**src/rtl/reference_clock_divider_if.sv**
```systemverilog
// Configuration port of the reference clock divider: one valid/ready request
// carrying a requested period and high time.
interface reference_clock_divider_if #(
  parameter int DIV_WIDTH = 8
);
  logic                 cfgValid;
  logic                 cfgReady;
  logic [DIV_WIDTH-1:0] cfgDivisor;
  logic [DIV_WIDTH-1:0] cfgHighCycles;

  modport master (output cfgValid, output cfgDivisor, output cfgHighCycles, input cfgReady);
  modport slave  (input cfgValid, input cfgDivisor, input cfgHighCycles, output cfgReady);
endinterface

```
**src/rtl/reference_clock_divider.sv**
```systemverilog
// Glitch-free programmable clock divider with edge markers. New settings are
// held in a single pending slot and only take effect at a period boundary.
module reference_clock_divider #(
  parameter int DIV_WIDTH  = 8,
  parameter int INIT_DIV   = 4,
  parameter int INIT_HIGH  = 2,
  parameter int INIT_VALUE = 0
) (
  input  logic                     clockIn,
  input  logic                     resetN,
  reference_clock_divider_if.slave cfg,
  output logic                     clockOut,
  output logic                     risePulse,
  output logic                     fallPulse,
  output logic [DIV_WIDTH-1:0]     curDivisor,
  output logic                     cfgPending
);

  localparam logic [DIV_WIDTH-1:0] INIT_DIV_V  = DIV_WIDTH'(INIT_DIV);
  localparam logic [DIV_WIDTH-1:0] INIT_HIGH_V = DIV_WIDTH'(INIT_HIGH);
  localparam logic                 INIT_LEVEL  = ((INIT_VALUE % 2) != 0);
  // Starting at cnt==high puts a low start at the first low cycle of a period.
  localparam logic [DIV_WIDTH-1:0] INIT_CNT_V  = INIT_LEVEL ? {DIV_WIDTH{1'b0}} : INIT_HIGH_V;

  typedef enum logic {
    CFG_IDLE = 1'b0,
    CFG_HELD = 1'b1
  } cfgState_t;

  function automatic logic [DIV_WIDTH-1:0] clampDiv(input logic [DIV_WIDTH-1:0] d);
    logic [DIV_WIDTH-1:0] r;
    if (d < DIV_WIDTH'(2)) begin
      r = DIV_WIDTH'(2);
    end else begin
      r = d;
    end
    return r;
  endfunction

  function automatic logic [DIV_WIDTH-1:0] clampHigh(input logic [DIV_WIDTH-1:0] h,
                                                     input logic [DIV_WIDTH-1:0] d);
    logic [DIV_WIDTH-1:0] r;
    if (h == {DIV_WIDTH{1'b0}}) begin
      r = DIV_WIDTH'(1);
    end else begin
      r = h;
    end
    if (r >= d) begin
      r = d - DIV_WIDTH'(1);
    end else begin
      r = r;
    end
    return r;
  endfunction

  cfgState_t            state_r, nextState_s;
  logic                 ready_r, pending_r;
  logic [DIV_WIDTH-1:0] pendDiv_r, pendHigh_r;
  logic [DIV_WIDTH-1:0] div_r, high_r, cnt_r;
  logic                 clockOut_r, rise_r, fall_r;
  logic                 wrap_s, accept_s, apply_s, nextClock_s;
  logic [DIV_WIDTH-1:0] nextCnt_s, nextDiv_s, nextHigh_s, newDiv_s;

  // Handshake state: idle (slot free) or holding an accepted request.
  always_comb begin
    nextState_s = state_r;
    accept_s    = 1'b0;
    apply_s     = 1'b0;
    case (state_r)
      CFG_IDLE: begin
        accept_s = cfg.cfgValid;
        if (cfg.cfgValid) begin
          nextState_s = CFG_HELD;
        end else begin
          nextState_s = CFG_IDLE;
        end
      end
      CFG_HELD: begin
        apply_s = wrap_s;
        if (wrap_s) begin
          nextState_s = CFG_IDLE;
        end else begin
          nextState_s = CFG_HELD;
        end
      end
      default: begin
        nextState_s = CFG_IDLE;
      end
    endcase
  end

  // Period counter and the level for the next cycle, using new settings on apply.
  always_comb begin
    wrap_s   = (cnt_r == (div_r - DIV_WIDTH'(1)));
    newDiv_s = clampDiv(pendDiv_r);
    if (apply_s) begin
      nextDiv_s  = newDiv_s;
      nextHigh_s = clampHigh(pendHigh_r, newDiv_s);
    end else begin
      nextDiv_s  = div_r;
      nextHigh_s = high_r;
    end
    if (wrap_s) begin
      nextCnt_s = {DIV_WIDTH{1'b0}};
    end else begin
      nextCnt_s = cnt_r + DIV_WIDTH'(1);
    end
    nextClock_s = (nextCnt_s < nextHigh_s);
  end

  // Handshake registers and the single pending slot.
  always_ff @(posedge clockIn or negedge resetN) begin
    if (!resetN) begin
      state_r    <= CFG_IDLE;
      ready_r    <= 1'b1;
      pending_r  <= 1'b0;
      pendDiv_r  <= {DIV_WIDTH{1'b0}};
      pendHigh_r <= {DIV_WIDTH{1'b0}};
    end else begin
      state_r   <= nextState_s;
      ready_r   <= (nextState_s == CFG_IDLE);
      pending_r <= (nextState_s == CFG_HELD);
      if (accept_s) begin
        pendDiv_r  <= cfg.cfgDivisor;
        pendHigh_r <= cfg.cfgHighCycles;
      end
    end
  end

  // Divider datapath; pulses compare the new level with the level being replaced.
  always_ff @(posedge clockIn or negedge resetN) begin
    if (!resetN) begin
      div_r      <= INIT_DIV_V;
      high_r     <= INIT_HIGH_V;
      cnt_r      <= INIT_CNT_V;
      clockOut_r <= INIT_LEVEL;
      rise_r     <= 1'b0;
      fall_r     <= 1'b0;
    end else begin
      div_r      <= nextDiv_s;
      high_r     <= nextHigh_s;
      cnt_r      <= nextCnt_s;
      clockOut_r <= nextClock_s;
      rise_r     <= nextClock_s & ~clockOut_r;
      fall_r     <= ~nextClock_s & clockOut_r;
    end
  end

  assign cfg.cfgReady = ready_r;
  assign cfgPending   = pending_r;
  assign clockOut     = clockOut_r;
  assign risePulse    = rise_r;
  assign fallPulse    = fall_r;
  assign curDivisor   = div_r;

endmodule
```
**src/flat_wrapper.sv**
```systemverilog
// flat-port wrapper written by rule: the top's interface ports become plain ports
module reference_clock_divider_flat 
#(
  parameter int DIV_WIDTH  = 8,
  parameter int INIT_DIV   = 4,
  parameter int INIT_HIGH  = 2,
  parameter int INIT_VALUE = 0
)
  (clockIn, resetN, clockOut, risePulse, fallPulse, curDivisor, cfgPending, cfg_cfgValid, cfg_cfgDivisor, cfg_cfgHighCycles, cfg_cfgReady);
  reference_clock_divider_if #(.DIV_WIDTH(DIV_WIDTH)) cfg_i ();
  input  logic clockIn;
  input  logic resetN;
  output logic clockOut;
  output logic risePulse;
  output logic fallPulse;
  output logic [DIV_WIDTH-1:0] curDivisor;
  output logic cfgPending;
  input wire logic [$bits(cfg_i.cfgValid)-1:0] cfg_cfgValid;
  input wire logic [$bits(cfg_i.cfgDivisor)-1:0] cfg_cfgDivisor;
  input wire logic [$bits(cfg_i.cfgHighCycles)-1:0] cfg_cfgHighCycles;
  output wire logic [$bits(cfg_i.cfgReady)-1:0] cfg_cfgReady;
  assign cfg_i.cfgValid = cfg_cfgValid;
  assign cfg_i.cfgDivisor = cfg_cfgDivisor;
  assign cfg_i.cfgHighCycles = cfg_cfgHighCycles;
  assign cfg_cfgReady = cfg_i.cfgReady;
  reference_clock_divider #(.DIV_WIDTH(DIV_WIDTH), .INIT_DIV(INIT_DIV), .INIT_HIGH(INIT_HIGH), .INIT_VALUE(INIT_VALUE)) u_core (.clockIn(clockIn), .resetN(resetN), .cfg(cfg_i), .clockOut(clockOut), .risePulse(risePulse), .fallPulse(fallPulse), .curDivisor(curDivisor), .cfgPending(cfgPending));
endmodule
```
**config.mk**
```make
export PLATFORM = sky130hd
export DESIGN_NAME = reference_clock_divider_flat
export DESIGN_NICKNAME = d
export VERILOG_FILES = /design/src/rtl/reference_clock_divider_if.sv /design/src/rtl/reference_clock_divider.sv /design/src/flat_wrapper.sv
export SDC_FILE = /design/constraint.sdc
export NUM_CORES = 1
export LEC_CHECK = 0
export ABC_AREA = 1
export ABC_CLOCK_PERIOD_IN_PS = 3400
export CAP_MARGIN = 20
export CORE_MARGIN = 2
export CORE_UTILIZATION = 50
export DETAILED_ROUTE_END_ITERATION = 12
export GPL_ROUTABILITY_DRIVEN = 0
export PLACE_DENSITY = 0.81
export SYNTH_ARGS = -nofsm -noshare
export SYNTH_HDL_FRONTEND = slang
export SYNTH_SLANG_ARGS = --single-unit
```
**constraint.sdc**
```tcl
create_clock -name clockIn -period 3.4 [get_ports clockIn]
set_clock_uncertainty 0.2 [all_clocks]
set_input_delay 1.02 -clock clockIn [delete_from_list [all_inputs] [get_ports clockIn]]
set_output_delay 1.02 -clock clockIn [all_outputs]
set_load 0.01 [all_outputs]
```
==> reports/qor.tcl, run 1 <==
set qor(post-synth-top-area-cell) {dfrtp_1}
set qor(die_x_um) 77.1
set qor(share_of_synthesized_flip_flops_with_an_asynchronous_set_or_reset_pct) 100
set qor(holdBufCountCts) 0
set qor(post-place-ws_ns) -0.0487
set qor(worst_setup_hold_path_clk_slew_ns) 0.09
set qor(drive_gt1_share_pct) 18.6
set qor(post-layout-total-power_uw) 917
set qor(drt-wirelength-per-cell_um) 13.5
set qor(insertedDiodeCount) 0
set qor(setup.worst_path.end_class) {flip-flop}
set qor(area_share_of_the_leading_cell_type_in_the_synthesized_netlist_pct) 38.4
set qor(netlist_area_sq_mm) 0.00267
set qor(first_pass_grt_wire_length_um) 10000
set qor(fp-row-count) 26
set qor(leakage_uw) 0.00170
set qor(fillers) 452
set qor(port_buffers) 31
set qor(ioPinCount) 32
set qor(via_count) 2349
set qor(reg2reg_slack_ns) 0.04
set qor(synth-warning-count) 0
set qor(cts_inserted_buffers) 5
set qor(area_delta_synth_final_pct) 25.1
set qor(layout_setup_ws_ns) 0.0440
set qor(firstDrtPassIters) 4
set qor(fp.dieArea_sq_mm) 0.00594
set qor(run_status) {complete, no violations}
set qor(insertion_delay_ns) 0.30
set qor(netlist-cell-type-count) 29
set qor(dominantRegCellSynth) {dfrtp_1}
set qor(multi_input_area_sq_mm) 0.00136
set qor(timing.final.hold_violations) 0
set qor(setup_viol_count_final) 0
set qor(grt.overflow.total) 0
set qor(ys_seq_area_share_pct) 42.3
set qor(fin_worst_hold_slack_ns) 0.282
set qor(netlist_top_cells_area) {dfrtp_1 38%, nand2_1 11%, ha_1 8.4%, inv_1 7.2%, nor2_1 5.2%}
set qor(dp.cells) 445
set qor(achievable_freq_mhz) 298
set qor(timing.hold.worst.class) {reg2reg}
set qor(vdd.ir_drop.worst_mv) 0.203
set qor(maxSlewHeadroom_pct) 51.5
set qor(worstPathMaxFanout) 8
set qor(max-clock-path-buffers) 2
set qor(crit_arrival_ns) 3.39
set qor(cts_sinks) 45
set qor(via_per_inst) 5.13
set qor(post_synth.cell_area_avg_sq_um) 7.72
set qor(antenna_violations_before_repair) 0
set qor(slew_violations) 0
set qor(initial_utilization_pct) 52.0
set qor(final_min_period_over_clock_period_pct) 98.7
set qor(instances_no_fill) 458
set qor(drcViolationCount) 0
set qor(power-per-cell-area_mw_per_mm2) 275
set qor(cts_tree) {built}
set qor(startpoint_type) {flip-flop}
set qor(final_net_count) 424
set qor(cts_max_level) 2
set qor(die_y_um) 77.1
set qor(totalWireLength_um) 6190
set qor(critical_path_start_end_classification) {reg2reg}
set qor(synth_edf_count) 0
set qor(grt_max_degree) 46
set qor(total_nets_after_synthesis) 383
set qor(dpl.hpwl_um) 4490
set qor(finalCoreUtilization_pct) 65.0
set qor(first_global_vias) 2234
set qor(tightest_pin_transition_ns) 0.726
set qor(fp.coreArea_sq_mm) 0.00514
set qor(total_of_max_cap_violations) 0
set qor(ff_latch_area_sq_mm) 0.00113
set qor(grt_usage_pct) 21.3
set qor(worst-endpoint-required_ns) 3.43
set qor(min_period_ns) 3.36
set qor(final_antenna_net_count) 0
set qor(total_of_flip_flops_plus_latches_after_synthesis) 45
set qor(syn-instance-count) 346
set qor(drt_iter0_markers) 119
set qor(cts-root-buf) {clkbuf_8}
[cells by family (layout without fill, tap and decap cells)]
| logic type | after synthesis | count (layout) | share of synthesized area [%] |
|---|---|---|---|
| adders and majority gates | 18 | 18 | 8.43 |
| AOI/OAI and AO/OA | 49 | 49 | 9.93 |
| DFF | 45 | 45 | 42.3 |
| muxes | 6 | 6 | 2.53 |
| xor gates and xnor gates | 5 | 5 | 1.64 |
| and+or+nand+nor | 153 | 153 | 25.2 |
| buffers and inverters | 70 | 112 | 9.98 |
[layout by cell type (no fill, tap or decap), types with 5 or more instances in the layout]
cell type / instances
nand2_1: 74
inv_1: 51
dfrtp_1: 40
nor2_1: 33
clkdlybuf4s50_1: 30
a21oi_1: 19
nand3_1: 16
ha_1: 14
o21ai_0: 13
buf_4: 11
nor2_2: 8
nand2_2: 6
o211ai_1: 6
mux2_2: 6
clkbuf_8: 6
inv_2: 5
nand4_1: 5
o21ai_1: 5
[metrics by stage]
step / instance area, sq um / TNS, ns
after floorplan: 2670 / 0
after global placement: 3090 / 0
final: 3340 / 0
after CTS: 3190 / 0
after global routing: 3340 / -0.282
after detailed placement: 3090 / -0.0948
[worst paths after layout]
path | from | end | cells after the start
setup / recovery | u_core.pendDiv_r[4] | u_core.risePulse | 22
hold / removal | u_core.clockOut | u_core.risePulse | 1
setup reg to reg | u_core.pendDiv_r[4] | u_core.risePulse | 22
hold reg to reg | u_core.clockOut | u_core.risePulse | 1
max in group asynchronous | resetN | u_core.curDivisor[2] | 2
min in group asynchronous | resetN | u_core.pendHigh_r[3] | 1
[cells in the mapped netlist (all sizes together), types with 3 or more instances]
master   n
ha      18
nand3   19
dfrtp   41
clkbuf  11
inv     57
o211ai   6
xor2     3
dfstp    4
nor2    43
nand2   80
o21ai   21
mux2     6
nand4    5
a21oi   20
[per-layer routing]
metal  wire length (um)  global-route usage (%)  vias up
li1                   -                       -     1183
met1               2600                    26.4     1089
met2               3150                    37.4       63
met3                304                    3.65       14
met4                142                    7.50        0
met5                  0                       0        -
[critical path: stages (launching register included)]
cell and delay, ns:
dfrtp_1 0.40, nor2_2 0.16, nand3_2 0.11, nor3_4 0.21, nor2_2 0.08, ha_1 0.30, nand2_1 0.07, nand2_1 0.04
nand2_1 0.05, nand2_1 0.07, nand2_2 0.11, nand3_4 0.13, buf_6 0.16, nand3_1 0.11, o211ai_1 0.11, o21ai_1 0.12
inv_1 0.08, ha_1 0.30, a21oi_1 0.17, nand2_1 0.08, nand2_2 0.07, nand2_2 0.06, nor2_2 0.11
[report_power, final]
group	internal (uW)	switching (uW)
Combinational	19.7	12.8
Clock	165	185
Sequential	535	0
[area by class of cell]
type	count	share of cell area, %
Tap cell	70	2.62
Inverter	58	6.74
Timing Repair Buffer	46	13.2
Sequential cell	45	33.9
Clock buffer	6	2.47
Multi-Input combinational cell	231	40.6
Clock inverter	2	0.412
[what timing repair did]
item,in CTS,in global routing
resized for setup,1,27
setup buffers,0,4
endpoints found under the setup margin,3,3
pin swaps,0,12
[sequential cells by signal (all words and copies together) (netlist names)]
register / count
u_core.cfg.cfgReady: 1
u_core.clockOut: 1
u_core.cnt_r: 8
u_core.curDivisor: 8
u_core.fallPulse: 1
u_core.high_r: 8
u_core.pendDiv_r: 8
u_core.pendHigh_r: 8
u_core.risePulse: 1
u_core.state_r: 1
Power figures use the tool's default switching activity.
==> run 2, diff against run 1 <==
CTS_CLUSTER_SIZE = 16   (was not set)
==> results of run 2 <==
Same layout as run 1: the final DEF is identical, and so are final timing and power.
